[config.mk]
export PLATFORM = sky130hd
export DESIGN_NAME = pim_psum_collector
export DESIGN_NICKNAME = d
export VERILOG_FILES = /design/src/rtl/pim_pkg.sv /design/src/rtl/pim_bit_weight.sv /design/src/rtl/pim_psum_collector.sv
export SDC_FILE = /design/constraint.sdc
export NUM_CORES = 1
export LEC_CHECK = 0
export BUFFER_PORTS_ARGS = -buffer_cell sky130_fd_sc_hd__buf_2
export CORE_UTILIZATION = 60
export CTS_BUF_LIST = sky130_fd_sc_hd__clkbuf_16
export DETAILED_ROUTE_END_ITERATION = 10
export PLACE_DENSITY = 0.82
export SYNTH_ARGS = -nofsm -noshare
export SYNTH_HDL_FRONTEND = slang
export SYNTH_SLANG_ARGS = --single-unit
[constraint.sdc]
create_clock -name clk -period 13.8 [get_ports clk]
set_input_delay 0 -clock clk [delete_from_list [all_inputs] [get_ports clk]]
set_output_delay 0 -clock clk [all_outputs]
set_load 0.05 [all_outputs]
[src/rtl/pim_pkg.sv]
// pim_pkg: shared helpers, FSM state type and shift constants for the PIM datapath. Rev 1.0
`default_nettype none
package pim_pkg;

    // Ceiling log2, never narrower than one bit so it can size a port.
    function automatic int clogb2(input int value);
        int width;
        int v;
        width = 0;
        v     = value - 1;
        while (v > 0) begin
            width++;
            v = v >> 1;
        end
        return (width < 1) ? 1 : width;
    endfunction

    typedef enum logic [1:0] {
        IDLE = 2'd0,
        RUN  = 2'd1,
        DONE = 2'd2
    } state_t;

    function automatic int sh_hh(input int input_p);
        return input_p;
    endfunction

    function automatic int sh_mid(input int input_p);
        return input_p / 2;
    endfunction

    localparam int DEF_INPUT_P = 16;
    localparam int SH_HH       = sh_hh(DEF_INPUT_P);
    localparam int SH_MID      = sh_mid(DEF_INPUT_P);

endpackage
`default_nettype wire

[src/rtl/pim_bit_weight.sv]
// pim_bit_weight: weights the four ADC partial sums of one bit beat and shifts by the bit index. Rev 1.0
`default_nettype none
module pim_bit_weight
    import pim_pkg::*;
#(
    parameter int INPUT_P = DEF_INPUT_P,
    parameter int ADC_P   = 8,
    parameter int ACC_W   = 34,
    parameter int BIT_W   = 3
) (
    input  logic [ADC_P-1:0] hh,
    input  logic [ADC_P-1:0] hl,
    input  logic [ADC_P-1:0] lh,
    input  logic [ADC_P-1:0] ll,
    input  logic [BIT_W-1:0] bit_idx,
    output logic [ACC_W-1:0] term
);

    localparam int SHIFT_HH  = sh_hh(INPUT_P);
    localparam int SHIFT_MID = sh_mid(INPUT_P);

    logic [ACC_W-1:0] base;

    // The two cross half-word products share the same weight, so they are summed before shifting.
    assign base = (ACC_W'(hh) << SHIFT_HH)
                + ((ACC_W'(hl) + ACC_W'(lh)) << SHIFT_MID)
                + ACC_W'(ll);
    assign term = base << bit_idx;

endmodule
`default_nettype wire

[src/rtl/pim_psum_collector.sv]
// pim_psum_collector: accumulates bit-serial crossbar partial sums into one product sum per address.
// Optional macro PSUM_SAT_EN saturates out_data instead of wrapping. Rev 1.0
`default_nettype none
module pim_psum_collector
    import pim_pkg::*;
#(
    parameter int  INPUT_P = 16,
    parameter int  ADC_P   = 8,
    parameter int  DEPTH   = 100,
    parameter int  OUT_P   = 32,
    localparam int ADDR_W  = clogb2(DEPTH)
) (
    input  logic              clk,
    input  logic              rst,
    input  logic              start,
    input  logic              in_valid,
    output logic              in_ready,
    input  logic [ADC_P-1:0]  in_hh,
    input  logic [ADC_P-1:0]  in_hl,
    input  logic [ADC_P-1:0]  in_lh,
    input  logic [ADC_P-1:0]  in_ll,
    output logic              out_valid,
    input  logic              out_ready,
    output logic [OUT_P-1:0]  out_data,
    output logic [ADDR_W-1:0] out_addr,
    output logic              out_last,
    output logic              busy,
    output logic              done
);

    localparam int BITS  = INPUT_P / 2;
    localparam int BIT_W = clogb2(BITS);
    localparam int ACC_W = ADC_P + INPUT_P + BITS + 2;

    state_t            state;
    logic [BIT_W-1:0]  bit_cnt;
    logic [ADDR_W-1:0] addr_cnt;
    logic              all_loaded;
    logic [ACC_W-1:0]  acc;
    logic [ACC_W-1:0]  term;
    logic [ACC_W-1:0]  acc_sum;
    logic [OUT_P-1:0]  result;
    logic              last_beat;
    logic              accept;

    pim_bit_weight #(
        .INPUT_P (INPUT_P),
        .ADC_P   (ADC_P),
        .ACC_W   (ACC_W),
        .BIT_W   (BIT_W)
    ) u_bit_weight (
        .hh      (in_hh),
        .hl      (in_hl),
        .lh      (in_lh),
        .ll      (in_ll),
        .bit_idx (bit_cnt),
        .term    (term)
    );

    assign last_beat = (bit_cnt == BIT_W'(BITS - 1));
    // Built from registered state only, so out_ready never reaches in_ready combinationally.
    assign in_ready  = (state == RUN) && !(last_beat && out_valid) && !all_loaded;
    assign accept    = in_valid && in_ready;
    assign acc_sum   = acc + term;

`ifdef PSUM_SAT_EN
    generate
        if (ACC_W > OUT_P) begin : g_sat
            assign result = (|acc_sum[ACC_W-1:OUT_P]) ? '1 : acc_sum[OUT_P-1:0];
        end else begin : g_sat_wide
            assign result = OUT_P'(acc_sum);
        end
    endgenerate
`else
    assign result = OUT_P'(acc_sum);
`endif

    always_ff @(posedge clk) begin
        if (!rst) begin
            state      <= IDLE;
            bit_cnt    <= '0;
            addr_cnt   <= '0;
            all_loaded <= 1'b0;
            acc        <= '0;
            out_valid  <= 1'b0;
            out_data   <= '0;
            out_addr   <= '0;
            out_last   <= 1'b0;
            busy       <= 1'b0;
            done       <= 1'b0;
        end else begin
            done <= 1'b0;
            if (out_valid && out_ready) begin
                out_valid <= 1'b0;
            end
            case (state)
                IDLE: begin
                    if (start) begin
                        state      <= RUN;
                        busy       <= 1'b1;
                        bit_cnt    <= '0;
                        addr_cnt   <= '0;
                        all_loaded <= 1'b0;
                        acc        <= '0;
                    end
                end
                RUN: begin
                    if (accept) begin
                        if (last_beat) begin
                            out_valid <= 1'b1;
                            out_data  <= result;
                            out_addr  <= addr_cnt;
                            out_last  <= (addr_cnt == ADDR_W'(DEPTH - 1));
                            acc       <= '0;
                            bit_cnt   <= '0;
                            if (addr_cnt == ADDR_W'(DEPTH - 1)) begin
                                all_loaded <= 1'b1;
                            end else begin
                                addr_cnt <= addr_cnt + 1'b1;
                            end
                        end else begin
                            acc     <= acc_sum;
                            bit_cnt <= bit_cnt + 1'b1;
                        end
                    end
                    // The run closes only once the final address has been handed off downstream.
                    if (all_loaded && out_valid && out_ready) begin
                        state <= DONE;
                        busy  <= 1'b0;
                        done  <= 1'b1;
                    end
                end
                DONE: begin
                    state <= IDLE;
                end
                default: begin
                    state <= IDLE;
                end
            endcase
        end
    end

endmodule
`default_nettype wire
==> results.cfg <==
[run_status]
outcome = complete, no violations

[detailed_routing]
drt-pass1-iter-count = 8
wl_mm = 18.69
wl_per_cell_um = 18.18
drtIter0Drc = 530
num_vias = 6533
drc = 0
ant_nets = 0
routed_via_density = 6.355

[sta]
clock-skew-final_ns = 0.009353
setup_tns_ns = 0
fin_crit_ns = 4.946
drv_slew = 0
relSlewSlack = 0.2739
finalCritPeriodShare = 0.3584
rsz0062_at_grt = false
hold_viol = 0
holdWs_ns = 0.1287
tightestPinTransition_ns = 1.086
fmax_mhz = 202.2
setup_violations = 0

[critical_path]
critPathTopFamily = compound AO/OA/AOI/OAI gates
cp_slowest_cell = a21oi_1
start_kind = input pin
arrival_ns = 5.20
rrSetupSlack_ns = 9.87
slowest_delay_ns = 0.53
cp.depth = 26
r2r_start = bit_cnt[0]
critPathKind = in2reg
r2r_cells = 15
critPathMaxFanout = 7
endpoint_kind = flip-flop
rr_endpoint = out_data[31]
cp-startpoint = in_hl[0]
crit_required_ns = 14.06
crit_end = out_data[31]
cp.buffers_inverters = 2

[global_route]
antenna_found_initial = 0
grt_use_total = 0.3341
grt-ovfl-total = 0
grt_pass1_wl_mm = 29.54
grt_start_max_net_pins = 44
grt_pass1_vias = 5954

[synth]
synth_top_family_by_area = compound AO/OA/AOI/OAI gates
synth_nets = 919
yosys.area_share.adder = 0.09926
synth-async-reset-ratio = 0
synth-simple-area-share = 0.2111
synth-main-ff-cell = dfxtp_1
synth_mux_area_frac = 0.05816
ys_warn_count = 0
netlist.area_leader.share = 0.2730
yosysMostFrequentCell = nand2_1
yosysUniqueCellTypes = 72
yosysTopAreaCell = dfxtp_1
synthTopCellsByCount = 136 x nand2_1, 94 x a21oi_1, 88 x dfxtp_1
synth_edf_count = 0
ys_ff_latch = 88
ys_seq_area_frac = 0.2730
synth-compound-area-share = 0.2660
synth_xor_area_frac = 0.05428
synth.avg_cell_area_um2 = 7.757
netlist_area_um2 = 6454
syn_inst = 832
synthTopCellsByArea = dfxtp_1 27%, ha_1 9.3%, nand2_1 7.9%, a21oi_1 7.3%, o21ai_0 4.5%

[finish]
antenna_cells = 0
fillers = 855
fin_nets = 974
drive_gt1_frac = 0.1469
ff_latch_area_um2 = 1762
multi_input_area_um2 = 4466
area_growth_pct = 11.63
post-route-util = 0.6947

[floorplan]
die_area_um2 = 11170
die_w_um = 105.7
die_h_um = 105.7
placement_rows = 37
ios = 81
initial_core_util = 0.6223
coreArea_um2 = 10370

[placed_design]
hpwl_mm = 13.83
buffer_ports.inserted = 80
gp_congestion = 0.9990

[min_path]
hold_path_class = in2reg

[run]
cap_violations = 0

[clock_network]
numCtsBuffers = 9
clk_pin_slew_worst_paths_ns = 0.06
htreeDepth = 3
ctsLongestPathBuffers = 2
cts_tree = built
clock-sinks = 88
root_buffer = clkbuf_16
clock_latency_ns = 0.35

[power_and_ir_drop]
power.density_nw_per_um2 = 94.67
ir_worst_vdd_uv = 88.57
leakage_nw = 3.039
==> flip-flops by register name, summed over array words and instances (netlist names) <==
signal      flops
acc            32
out_data       32
addr_cnt        7
out_addr        7
bit_cnt         3
state           2
all_loaded      1
busy            1
done            1
out_last        1
out_valid       1
==> cell usage in the layout, fill, tap and decap left out, drive strengths merged, types with 6 or more instances in the layout <==
cell	n
a211oi	11
a21o	10
a21oi	96
a22o	18
a31oi	10
and3	6
buf	86
clkbuf	9
dfxtp	88
ha	48
inv	19
mux2	10
mux2i	24
nand2	136
nand3	25
nand4	17
nor2	52
nor2b	9
nor3	10
o211ai	9
o21a	10
o21ai	62
o21bai	7
or3	12
xnor2	17
xor2	23
==> metal layers <==
layer | vias up | share of wire | global-route usage
met4 | 0 | 0.020 | 0.1002
met1 | 3046 | 0.44 | 0.4583
met5 | - | 0 | 0
li1 | 3145 | - | -
met3 | 42 | 0.089 | 0.05751
met2 | 300 | 0.45 | 0.5350
==> where the power goes <==
group	switching (W)	internal, W	total, W
Clock	0.000114	0.000124	0.000238
Sequential	0.00000413	0.000259	0.000263
Combinational	0.000117	0.0000640	0.000181
Total	0.000235	0.000447	0.000682
==> layout make-up <==
type / count / area share
inverters: 16 / 0.008336
repair buffers: 88 / 0.06461
well taps: 136 / 0.02362
flip-flops and latches: 88 / 0.2445
clock buffers: 9 / 0.03126
clock inverters: 7 / 0.007815
multi-input cells: 684 / 0.6198
==> logic make-up (layout without fill, tap and decap cells) <==
group | after synthesis | after routing
muxes | 35 | 35
DFF | 88 | 88
xor gates and xnor gates | 40 | 40
AOI/OAI and AO/OA | 267 | 267
adders and majority gates | 50 | 50
and+or+nand+nor | 292 | 292
buffers and inverters | 60 | 120
==> timing repair <==
action / 4_1_cts / 5_1_grt
hold buffers: 2 / 0
setup buffers: 0 / 0
gates resized for setup: 0 / 0
endpoints found under the hold margin: 4 / 0
==> stage by stage <==
stage / std cells / power, W / setup slack, ns / instance area (µm²)
after floorplan: 832 / 0.0003969 / 9.471 / 6454
after global placement: 1010 / 0.0004392 / 8.761 / 6903
after detailed placement: 1010 / 0.0004427 / 8.634 / 6903
after CTS: 1028 / 0.0006753 / 8.961 / 7204
after global routing: 1028 / 0.0007064 / 8.399 / 7204
final: 1028 / 0.0006820 / 8.854 / 7204
==> how the worst min path moves through the flow <==
stage | start | end | cells after the start
finish | rst | out_last | 2
global route | rst | out_last | 2
CTS | rst | out_last | 2
detailed placement | out_ready | out_valid | 3
global placement | out_ready | out_valid | 3
floorplan | out_ready | out_valid | 2
Power figures use the tool's default switching activity.
